### src/rtl/imm_encoder.sv
// imm_encoder -- RISC-V instruction packer for the boot/test-program loader.
// Takes decoded fields plus a full 32-bit immediate and builds the 32-bit
// instruction word. This is the inverse of the core's immediate generator.
// Every immediate is range- and alignment-checked. An illegal request is
// still consumed, but it is flagged on err/err_count and never emitted.
//
// Ports
//   clk, rst          clock, synchronous active-high reset
//   in_valid/in_ready request handshake (in_ready = !out_valid || out_ready)
//   in_fmt            0 R, 1 I, 2 I-shamt, 3 S, 4 B, 5 U, 6 J, 7 CSR-imm
//   in_opcode, in_rd, in_rs1, in_rs2, in_funct3, in_funct7, in_csr, in_imm
//   out_valid/out_ready, out_inst, out_seq   emitted word and its index
//   err               one-cycle pulse after a rejected request
//   err_count         saturating count of rejected requests
//
// state   | meaning
// --------+-----------------------------------------------
// S_EMPTY | output register holds no word, out_valid = 0
// S_FULL  | output register holds a word, out_valid = 1
module imm_encoder #(
  parameter int SEQ_W = 16
) (
  input  logic             clk,
  input  logic             rst,
  input  logic             in_valid,
  output logic             in_ready,
  input  logic [2:0]       in_fmt,
  input  logic [6:0]       in_opcode,
  input  logic [4:0]       in_rd,
  input  logic [4:0]       in_rs1,
  input  logic [4:0]       in_rs2,
  input  logic [2:0]       in_funct3,
  input  logic [6:0]       in_funct7,
  input  logic [11:0]      in_csr,
  input  logic [31:0]      in_imm,
  output logic             out_valid,
  input  logic             out_ready,
  output logic [31:0]      out_inst,
  output logic [SEQ_W-1:0] out_seq,
  output logic             err,
  output logic [7:0]       err_count
);

  typedef enum logic {S_EMPTY = 1'b0, S_FULL = 1'b1} state_t;

  state_t           r_state;
  state_t           w_state_nxt;
  logic [31:0]      r_inst;
  logic [SEQ_W-1:0] r_seq;
  logic             r_err;
  logic [7:0]       r_err_count;

  logic [31:0]      w_inst;
  logic             w_legal;
  logic             w_accept;
  logic             w_hs;
  logic             w_load;

  assign out_valid = (r_state == S_FULL);
  assign in_ready  = !out_valid || out_ready;
  assign w_accept  = in_valid && in_ready;
  assign w_hs      = out_valid && out_ready;
  assign w_load    = w_accept && w_legal;

  assign out_inst  = r_inst;
  assign out_seq   = r_seq;
  assign err       = r_err;
  assign err_count = r_err_count;

  always_comb begin
    w_inst = '0;
    case (in_fmt)
      3'd1: w_inst = {in_imm[11:0], in_rs1, in_funct3, in_rd, in_opcode};
      3'd2: w_inst = {in_funct7, in_imm[4:0], in_rs1, in_funct3, in_rd, in_opcode};
      3'd3: w_inst = {in_imm[11:5], in_rs2, in_rs1, in_funct3, in_imm[4:0], in_opcode};
      3'd4: w_inst = {in_imm[12], in_imm[10:5], in_rs2, in_rs1, in_funct3,
                      in_imm[4:1], in_imm[11], in_opcode};
      3'd5: w_inst = {in_imm[31:12], in_rd, in_opcode};
      3'd6: w_inst = {in_imm[20], in_imm[10:1], in_imm[11], in_imm[19:12], in_rd, in_opcode};
      3'd7: w_inst = {in_csr, in_imm[4:0], in_funct3, in_rd, in_opcode};
      default: w_inst = {in_funct7, in_rs2, in_rs1, in_funct3, in_rd, in_opcode};
    endcase
  end

  // A signed range -2^k..2^k-1 fits exactly when every bit from k upward
  // equals the sign bit, i.e. the upper slice is all zeros or all ones.
  always_comb begin
    w_legal = 1'b1;
    case (in_fmt)
      3'd1, 3'd3: w_legal = (&in_imm[31:11]) || !(|in_imm[31:11]);
      3'd2, 3'd7: w_legal = !(|in_imm[31:5]);
      3'd4:       w_legal = ((&in_imm[31:12]) || !(|in_imm[31:12])) && !in_imm[0];
      3'd5:       w_legal = !(|in_imm[11:0]);
      3'd6:       w_legal = ((&in_imm[31:20]) || !(|in_imm[31:20])) && !in_imm[0];
      default:    w_legal = 1'b1;
    endcase
  end

  // An illegal accept in S_FULL can only happen with out_ready high, so the
  // handshake branch drains the register in that case.
  always_comb begin
    w_state_nxt = r_state;
    case (r_state)
      S_EMPTY: if (w_load) w_state_nxt = S_FULL;
      S_FULL: begin
        if (w_load)    w_state_nxt = S_FULL;
        else if (w_hs) w_state_nxt = S_EMPTY;
      end
      default: w_state_nxt = S_EMPTY;
    endcase
  end

  always_ff @(posedge clk) begin
    if (rst) begin
      r_state     <= S_EMPTY;
      r_inst      <= '0;
      r_seq       <= '0;
      r_err       <= 1'b0;
      r_err_count <= '0;
    end else begin
      r_state <= w_state_nxt;
      if (w_load) r_inst <= w_inst;
      if (w_hs)   r_seq  <= r_seq + SEQ_W'(1);
      r_err <= w_accept && !w_legal;
      if (w_accept && !w_legal && (r_err_count != 8'hFF))
        r_err_count <= r_err_count + 8'd1;
    end
  end

endmodule

### config.mk
export PLATFORM = sky130hd
export DESIGN_NAME = imm_encoder
export DESIGN_NICKNAME = d
export VERILOG_FILES = /design/src/rtl/imm_encoder.sv
export SDC_FILE = /design/constraint.sdc
export NUM_CORES = 1
export LEC_CHECK = 0
export BUFFER_PORTS_ARGS = -buffer_cell sky130_fd_sc_hd__buf_2
export CAP_MARGIN = 20
export CORE_UTILIZATION = 45
export CTS_BUF_LIST = sky130_fd_sc_hd__clkbuf_16
export CTS_CLUSTER_DIAMETER = 60
export CTS_CLUSTER_SIZE = 10
export DETAILED_ROUTE_END_ITERATION = 10
export PLACE_DENSITY = 0.86
export SYNTH_ARGS = -nofsm -noshare
export SYNTH_HDL_FRONTEND = slang
export SYNTH_SLANG_ARGS = --single-unit
### constraint.sdc
create_clock -name clk -period 2.6 [get_ports clk]
set_input_delay 0.52 -clock clk [delete_from_list [all_inputs] [get_ports clk]]
set_output_delay 0.52 -clock clk [all_outputs]
set_load 0.005 [all_outputs]
# After elaboration in Yosys (flattened, before gate mapping)
# Index checks and enable logic that the tools add are counted.
[word_totals]
ff_bits = 58
latch_bits = 0
mem_bits_rw = 0
romBits = 0
in_bits = 83
out_inout_bits = 59
elab_cells = 51
memories = 0
[classes]
addsub = 2
multipliers = 0
div_mod_pow = 0
n_lt_le_gt_ge = 0
eq_ne = 8
shift = 0
muxes = 6
bitwise_logic = 1
reduce_logical = 29
[op_table]
columns = ["cell", "count"]
rows = [
  ["32-bit one-hot mux with 7 select lines", 1],
  ["27-bit OR reduction", 1],
  ["12-bit OR reduction", 2],
  ["21-bit AND reduction", 1],
  ["21-bit OR reduction", 1],
  ["20-bit AND reduction", 1],
  ["20-bit OR reduction", 1],
  ["16-bit by 1-bit adder with 16-bit output (second input constant)", 1],
  ["3-bit == test (second input constant)", 4],
  ["12-bit AND reduction", 1],
  ["8-bit by 1-bit adder with 8-bit output (second input constant)", 1],
  ["1-bit zero test", 8],
  ["8-bit inequality test (second input constant)", 1],
  ["1-bit logical AND", 7],
  ["3-bit by 2-bit == test with 1-bit output (second input constant)", 2],
  ["1-bit one-hot mux with 5 select lines", 1],
  ["1-bit logical OR", 4],
  ["2-bit OR reduction", 2],
  ["3-bit by 1-bit == test with 1-bit output (second input constant)", 1],
  ["1-bit 2-to-1 mux", 3],
  ["1-bit one-hot mux with 2 select lines", 1],
  ["1-bit inverter", 1],
]

# Logic depth before layout (Yosys ltp)
# Gate-level depths: netlist of the first run.
[logic_depth]
word_depth = 8
mapped_depth = 10
depth_no_buf = 7

# Worst setup path after synthesis of the first run
# No wires, ideal clock.
[synth_timing]
path_kind = "input port to flip-flop"
startpoint = "input in_imm[16]"
endpoint = "register r_inst[26] (netlist: out_inst[26])"
setup_ns = 0.121
arrival_ns = 2.438
t_required_ns = 2.479
slack_ns = 0.041
stages = 6
path_cell_list = "or4_4 > nor2_4 > a222oi_1 > or4_4 > a21oi_4 > mux2_4"
[synth_via]
elab_chain_len = 6
elab_cells_between_ends = 13
cone_classes = "1 x mux; 12 x reduce/logical"
[synth_rtl]
columns = ["element", "line", "source"]
rows = [
  ["start, declared", "35", "input logic [31:0] in_imm,"],
  ["20-bit OR reduction", "92", "3'd4: w_legal = ((&in_imm[31:12]) || !(|in_imm[31:12])) && !in_imm[0];"],
  ["1-bit zero test", "92", ""],
  ["1-bit logical OR", "92", ""],
  ["1-bit logical AND", "92", ""],
  ["1-bit one-hot mux with 5 select lines *", "89", "case (in_fmt)"],
  ["1-bit logical AND *", "63", "assign w_load = w_accept && w_legal;"],
  ["end signal, assigned", "122", "if (w_load) r_inst <= w_inst;"],
  ["end, declared", "48", "logic [31:0] r_inst;"],
]
# Mark *: on every way between the ends. The rest lies on a longest branch, timed or not.
# A chain may end at the register's enable or synchronous reset.

# Final worst setup path of the first run
[layout_timing]
startpoint = "input in_imm[16]"
endpoint = "register r_inst[14] (netlist: out_inst[14])"
# The elaborated chain is that of the path after synthesis.

==> flow_metrics.tcl, run 1 <==
set metrics [dict create \
    outcome "finished, final reports clean" \
    num_vias 4165 \
    worstSetupEndpointType "register" \
    syn-num-nets 546 \
    reg2reg_from "err_count[0]" \
    drv_cap 0 \
    drive_above_1_share_pct 36.1 \
    cts_buffers 9 \
    routed_via_density 5.80 \
    synth-async-reset-ratio_pct 0 \
    die_area_um2 8620 \
    stdcell_count 718 \
    htree_levels 3 \
    cp_max_fo 6 \
    clockRootBuffer "clkbuf_16" \
    setup_viol 0 \
    post-dp-hpwl_um 8250 \
    post-cts-setup-buffers 0 \
    post_drt_wl_per_cell_um 15.4 \
    finClkSkew_ns 0.00595 \
    postCtsHoldBufs 0 \
    power.density_nw_per_um2 499 \
    cts_tree "done" \
    nFillCells 697 \
    p_leak_uw 0.00217 \
    finalPower_uw 2480 \
    peakVddDrop_mv 0.331 \
    synth.avg_cell_area_um2 8.06 \
    reg2reg_depth 6 \
    syn-cell-area_um2 3710 \
    min_period_ns 2.36 \
    synth-seq-area-share_pct 31.3 \
    nets 695 \
    grt_pass1_wl_um 17900 \
    synth-seq-cells 58 \
    grt_max_degree 44 \
    portBuffers 141 \
    clkTransAtPathRegs_ns 0.05 \
    synth.distinct_cells 48 \
    ant_nets 0 \
    period_share_pct 90.8 \
    rrSetupSlack_ns 0.70 \
    synth_edf_count 0 \
    die_h_um 92.9 \
    die_w_um 92.9 \
    slew_viol_final 0 \
    synth_cells 461 \
    cp.arrival_ns 2.55 \
    area_delta_synth_final_pct 33.6 \
    cts_resized 0 \
    rsz0062_at_grt "false" \
    fmax_mhz 424 \
    initial_core_util_pct 47.3 \
    wl_um 11100 \
    row_count 32 \
    dpl_cell_area_um2 4670 \
    fin_ws_ns 0.239 \
    cts_buffer_depth 2 \
    finalHoldViolCount 0 \
    synthFlopType "dfxtp_1" \
    seq_area_um2 1160 \
    design_area_um2 4960 \
    clkLatencyLatePin_ns 0.32 \
    ios 142 \
    overflow 0 \
    dp.cells 701 \
    place_ws_ns -0.0918 \
    firstDrtPassIters 5 \
    hp-class "primary input to register" \
    clock_sinks 58 \
    ys.warnings.count 0 \
    hp-start "in_opcode[3]" \
    drtIter0Drc 267 \
    fin_util_pct 63.3 \
    crit_type "primary input to register" \
    grt_use_total_pct 26.0 \
    slew_headroom_pct 50.6 \
    cp-start-kind "primary input" \
    grt_pass1_vias 3835 \
    reg2reg_to "err_count[3]" \
    hold_depth 3 \
    gp_routability_congestion 0.868 \
    hold_path_end "out_inst[3]" \
    multiInputGateArea_um2 2380 \
    core_area_um2 7850 \
    remaining_drc_errors 0 \
    worst_pin_slew_ns 0.737 \
    antenna_found_initial 2 \
    crit_required_ns 2.79 \
]
[per-stage QoR]
| stage | hold slack (ns) | setup TNS, ns |
|---|---|---|
| 3_5_place_dp | 0.455 | -0.706 |
| 4_1_cts | 0.449 | 0 |
| 2_1_floorplan | 0.450 | 0 |
| 5_1_grt | 0.472 | 0 |
| 6_report | 0.459 | 0 |
| 3_3_place_gp | 0.446 | -0.346 |
[worst max-delay path by stage]
stage,start,end,cells after the start,slack [ns]
final,in_imm[16],out_inst[14],8,0.24
after floorplan,in_imm[16],out_inst[26],6,0.04
after detailed placement,in_imm[16],out_inst[5],8,-0.09
after global routing,in_imm[16],out_inst[13],8,0.16
after global placement,in_imm[16],out_inst[2],8,-0.02
after CTS,in_imm[16],out_inst[5],8,0.25
[logic make-up (layout without fill, tap and decap cells)]
| family | count (synthesis) | in the layout | synth area share, % |
|---|---|---|---|
| compound gates | 111 | 111 | 20.7 |
| xor+xnor | 10 | 10 | 2.36 |
| fa+ha+maj | 2 | 2 | 0.674 |
| buf+inv | 45 | 199 | 4.92 |
| flops | 58 | 58 | 31.3 |
| mux | 49 | 49 | 14.2 |
| other cells | 0 | 1 | 0 |
| simple gates | 186 | 186 | 25.8 |
[critical path, cell delays in order]
cell and delay [ns]:
buf_2 0.10, or4_4 0.56, nor2_4 0.13, a222oi_1 0.13, or4_4 0.59, buf_4 0.19
a211oi_1 0.25, a211oi_1 0.08
[state kept, by name, indices dropped and copies added, names as in the netlist]
register / cells
err: 1
out_valid: 1
out_inst: 32
out_seq: 16
err_count: 8
[cell type report]
type / count / share of cell area [%]
Tap cell: 102 / 2.57
Clock inverter: 7 / 1.41
Antenna cell: 1 / 0.0504
Inverter: 10 / 0.756
Clock buffer: 9 / 4.54
Timing Repair Buffer: 173 / 19.3
Sequential cell: 58 / 23.4
Multi-Input combinational cell: 358 / 48.0
[report_power, final]
| part | internal, µW | switching, µW | total (µW) | leakage [µW] |
|---|---|---|---|---|
| registers | 911 | 15.4 | 927 | 0.000469 |
| logic | 189 | 212 | 401 | 0.00156 |
| clock network | 736 | 415 | 1150 | 0.000135 |
[layer usage]
metal | global-route usage [%] | part of all wire (%) | vias up
li1 | - | - | 2014
met1 | 30.3 | 40 | 1938
met2 | 46.0 | 51 | 191
met3 | 7.39 | 7.6 | 22
met4 | 7.82 | 1.6 | 0
met5 | 0 | 0 | -
[synth_stat cells (11+ instances only)]
library cell | number | area share, %
mux2_2 | 25 | 7.6
nor2_1 | 46 | 4.6
buf_2 | 11 | 1.5
clkbuf_1 | 18 | 1.8
o211ai_1 | 13 | 2.6
nand2_1 | 33 | 3.3
nand4_1 | 11 | 1.9
nor2b_1 | 20 | 3.4
nand2b_1 | 17 | 2.9
a31oi_1 | 12 | 2.0
nand3_1 | 19 | 2.6
dfxtp_1 | 58 | 31
mux2i_1 | 22 | 5.9
o21ai_0 | 11 | 1.5
a21oi_1 | 23 | 3.1
[placed cells by master, fill, tap and decap left out, types with 5 or more instances in the layout]
cell,instances
nor4_1,9
mux2i_1,22
a22o_1,10
a21oi_1,23
o221ai_1,9
a211oi_1,6
nand3_1,19
nor2b_1,20
o22ai_1,5
a31oi_1,12
dfxtp_1,58
mux2_2,25
inv_1,10
or3_1,6
xnor2_1,7
o21ai_0,11
buf_2,141
nor2_1,46
buf_4,31
o211ai_1,13
clkbuf_16,9
nor3_1,8
nand2b_1,17
nand2_1,33
a22oi_1,8
nand4_1,11
Note: power is estimated with default switching activity, not from simulation.
==> run 2, diff against run 1 <==
CORE_UTILIZATION = 50   (was 45)
PLACE_DENSITY = 0.9   (was 0.86)
clock period = 2.55 ns   (was 2.6 ns; I/O delays follow)
==> run 2 against run 1 <==
Against the previous run:
- register-to-register slack worse by 0.10 ns
- clock skew down 0.00085 ns
- routed wire length up 3.7%
- first-iteration DRC count up 32%
- die area down 9.8%
- global-route usage up 4.4 points
- worst setup slack worse by 0.069 ns
- worst hold slack worse by 0.0076 ns
- core utilization up 5.5 points
- via count up 2.4%
- highest routed layer unchanged
==> flow_metrics.tcl, run 2 (synthesis gave the netlist of run 1 again) <==
set metrics [dict create \
    hp-start "in_opcode[2]" \
    holdWs_ns 0.451 \
    power.density_nw_per_um2 508 \
    cp-start-kind "primary input" \
    cp.arrival_ns 2.58 \
    cp_top_family "simple AND/OR/NAND/NOR gates" \
    drtIter0Drc 352 \
    post_drt_wl_per_cell_um 16.1 \
    largest_reg_flops 32 \
    fin_tns_setup_ns 0 \
    remaining_drc_errors 0 \
    drv_cap 0 \
    cts_tree "done" \
    slew_viol_final 0 \
    rsz0062_at_grt "false" \
    post-cts-setup-buffers 0 \
    path_cells "buf_2, or4_4, nor2_4, a222oi_1, or4_4, buf_4, a211oi_1, a211oi_1" \
    firstDrtPassIters 6 \
    peakVddDrop_mv 0.335 \
    overflow 0 \
    reg2reg_from "err_count[0]" \
    die_h_um 88.2 \
    num_vias 4264 \
    crit_required_ns 2.75 \
    routed_via_density 5.96 \
    setup_viol 0 \
    htree_levels 3 \
    clockRootBuffer "clkbuf_16" \
    die_area_um2 7780 \
    cts_resized 0 \
    cts_buffers 9 \
    wl_um 11500 \
    row_count 31 \
    path_buf_inv 2 \
    slew_headroom_pct 48.8 \
    slowest_delay_ns 0.58 \
    initial_core_util_pct 51.5 \
    area_delta_synth_final_pct 33.6 \
    rrSetupSlack_ns 0.60 \
    portBuffers 141 \
    period_share_pct 93.3 \
    postCtsHoldBufs 0 \
    die_w_um 88.2 \
    drive_above_1_share_pct 36.4 \
    post-dp-hpwl_um 8260 \
    startpoint "in_imm[16]" \
    grt_use_total_pct 30.5 \
    num_antenna_cells 0 \
    core_area_um2 7210 \
    gp_routability_congestion 0.953 \
    fmax_mhz 420 \
    finalHoldViolCount 0 \
    finClkSkew_ns 0.00510 \
    grt_max_degree 44 \
    clkLatencyLatePin_ns 0.32 \
    hp-class "primary input to register" \
    layout_commonest_cell "buf_2" \
    clock_sinks 58 \
    ios 142 \
    outcome "finished, final reports clean" \
    slowest_stage "or4_4" \
    mostFrequentLayoutCells "buf_2 (141), dfxtp_1 (58), nor2_1 (46)" \
    p_leak_uw 0.00219 \
    crit_type "primary input to register" \
    min_period_ns 2.38 \
    grt_pass1_vias 4014 \
    worstSetupEndpointType "register" \
    clkTransAtPathRegs_ns 0.05 \
    cp_max_fo 6 \
    cts_buffer_depth 2 \
    nets 697 \
    worst_pin_slew_ns 0.764 \
    ant_nets 0 \
    grt_pass1_wl_um 18400 \
    antenna_found_initial 0 \
]
## run 2: layout make-up
type	count	area (µm²)
Clock buffer	9	225
Clock inverter	6	58.8
Fill cell	597	2250
Inverter	10	37.5
Multi-Input combinational cell	358	2380
Sequential cell	58	1160
Tap cell	99	124
Timing Repair Buffer	175	973
## run 2: per-layer routing
layer	global-route usage, %	vias up	share of wire [%]
met3	8.39	41	8.7
li1	-	2013	-
met4	16.1	0	3.8
met1	35.0	1960	39
met5	0	-	0
met2	51.5	250	49
## run 2: final timing paths
path | endpoint | depth (start not counted)
max | out_inst[13] | 8
min | out_inst[2] | 3
max reg2reg | err_count[3] | 6
min reg2reg | out_inst[14] | 2
## run 2: worst register-to-register path, stage by stage (launching register included)
cell and delay [ns]:
dfxtp_1 0.36, ha_1 0.25, nand3_1 0.11, nor2_1 0.09
a31o_2 0.30, nor4_1 0.36, mux2_2 0.38
## run 2: power breakdown
part,internal [µW],switching [µW],total [µW],leakage [µW]
Clock,743,414,1160,0.000145
Sequential,930,15.8,946,0.000469
Combinational,195,221,417,0.00157
## run 2: stage by stage
stage | util (%) | setup WS [ns] | instance area [µm²] | power [µW] | cells
5_1_grt | 68.8 | 0.00508 | 4960 | 2620 | 715
2_1_floorplan | - | 0.00112 | 3710 | 1190 | 461
4_1_cts | 68.8 | 0.203 | 4960 | 2520 | 715
3_5_place_dp | 64.8 | -0.145 | 4680 | 1370 | 700
3_3_place_gp | 64.8 | -0.0564 | 4680 | 1350 | 700
6_report | 68.8 | 0.170 | 4960 | 2520 | 715
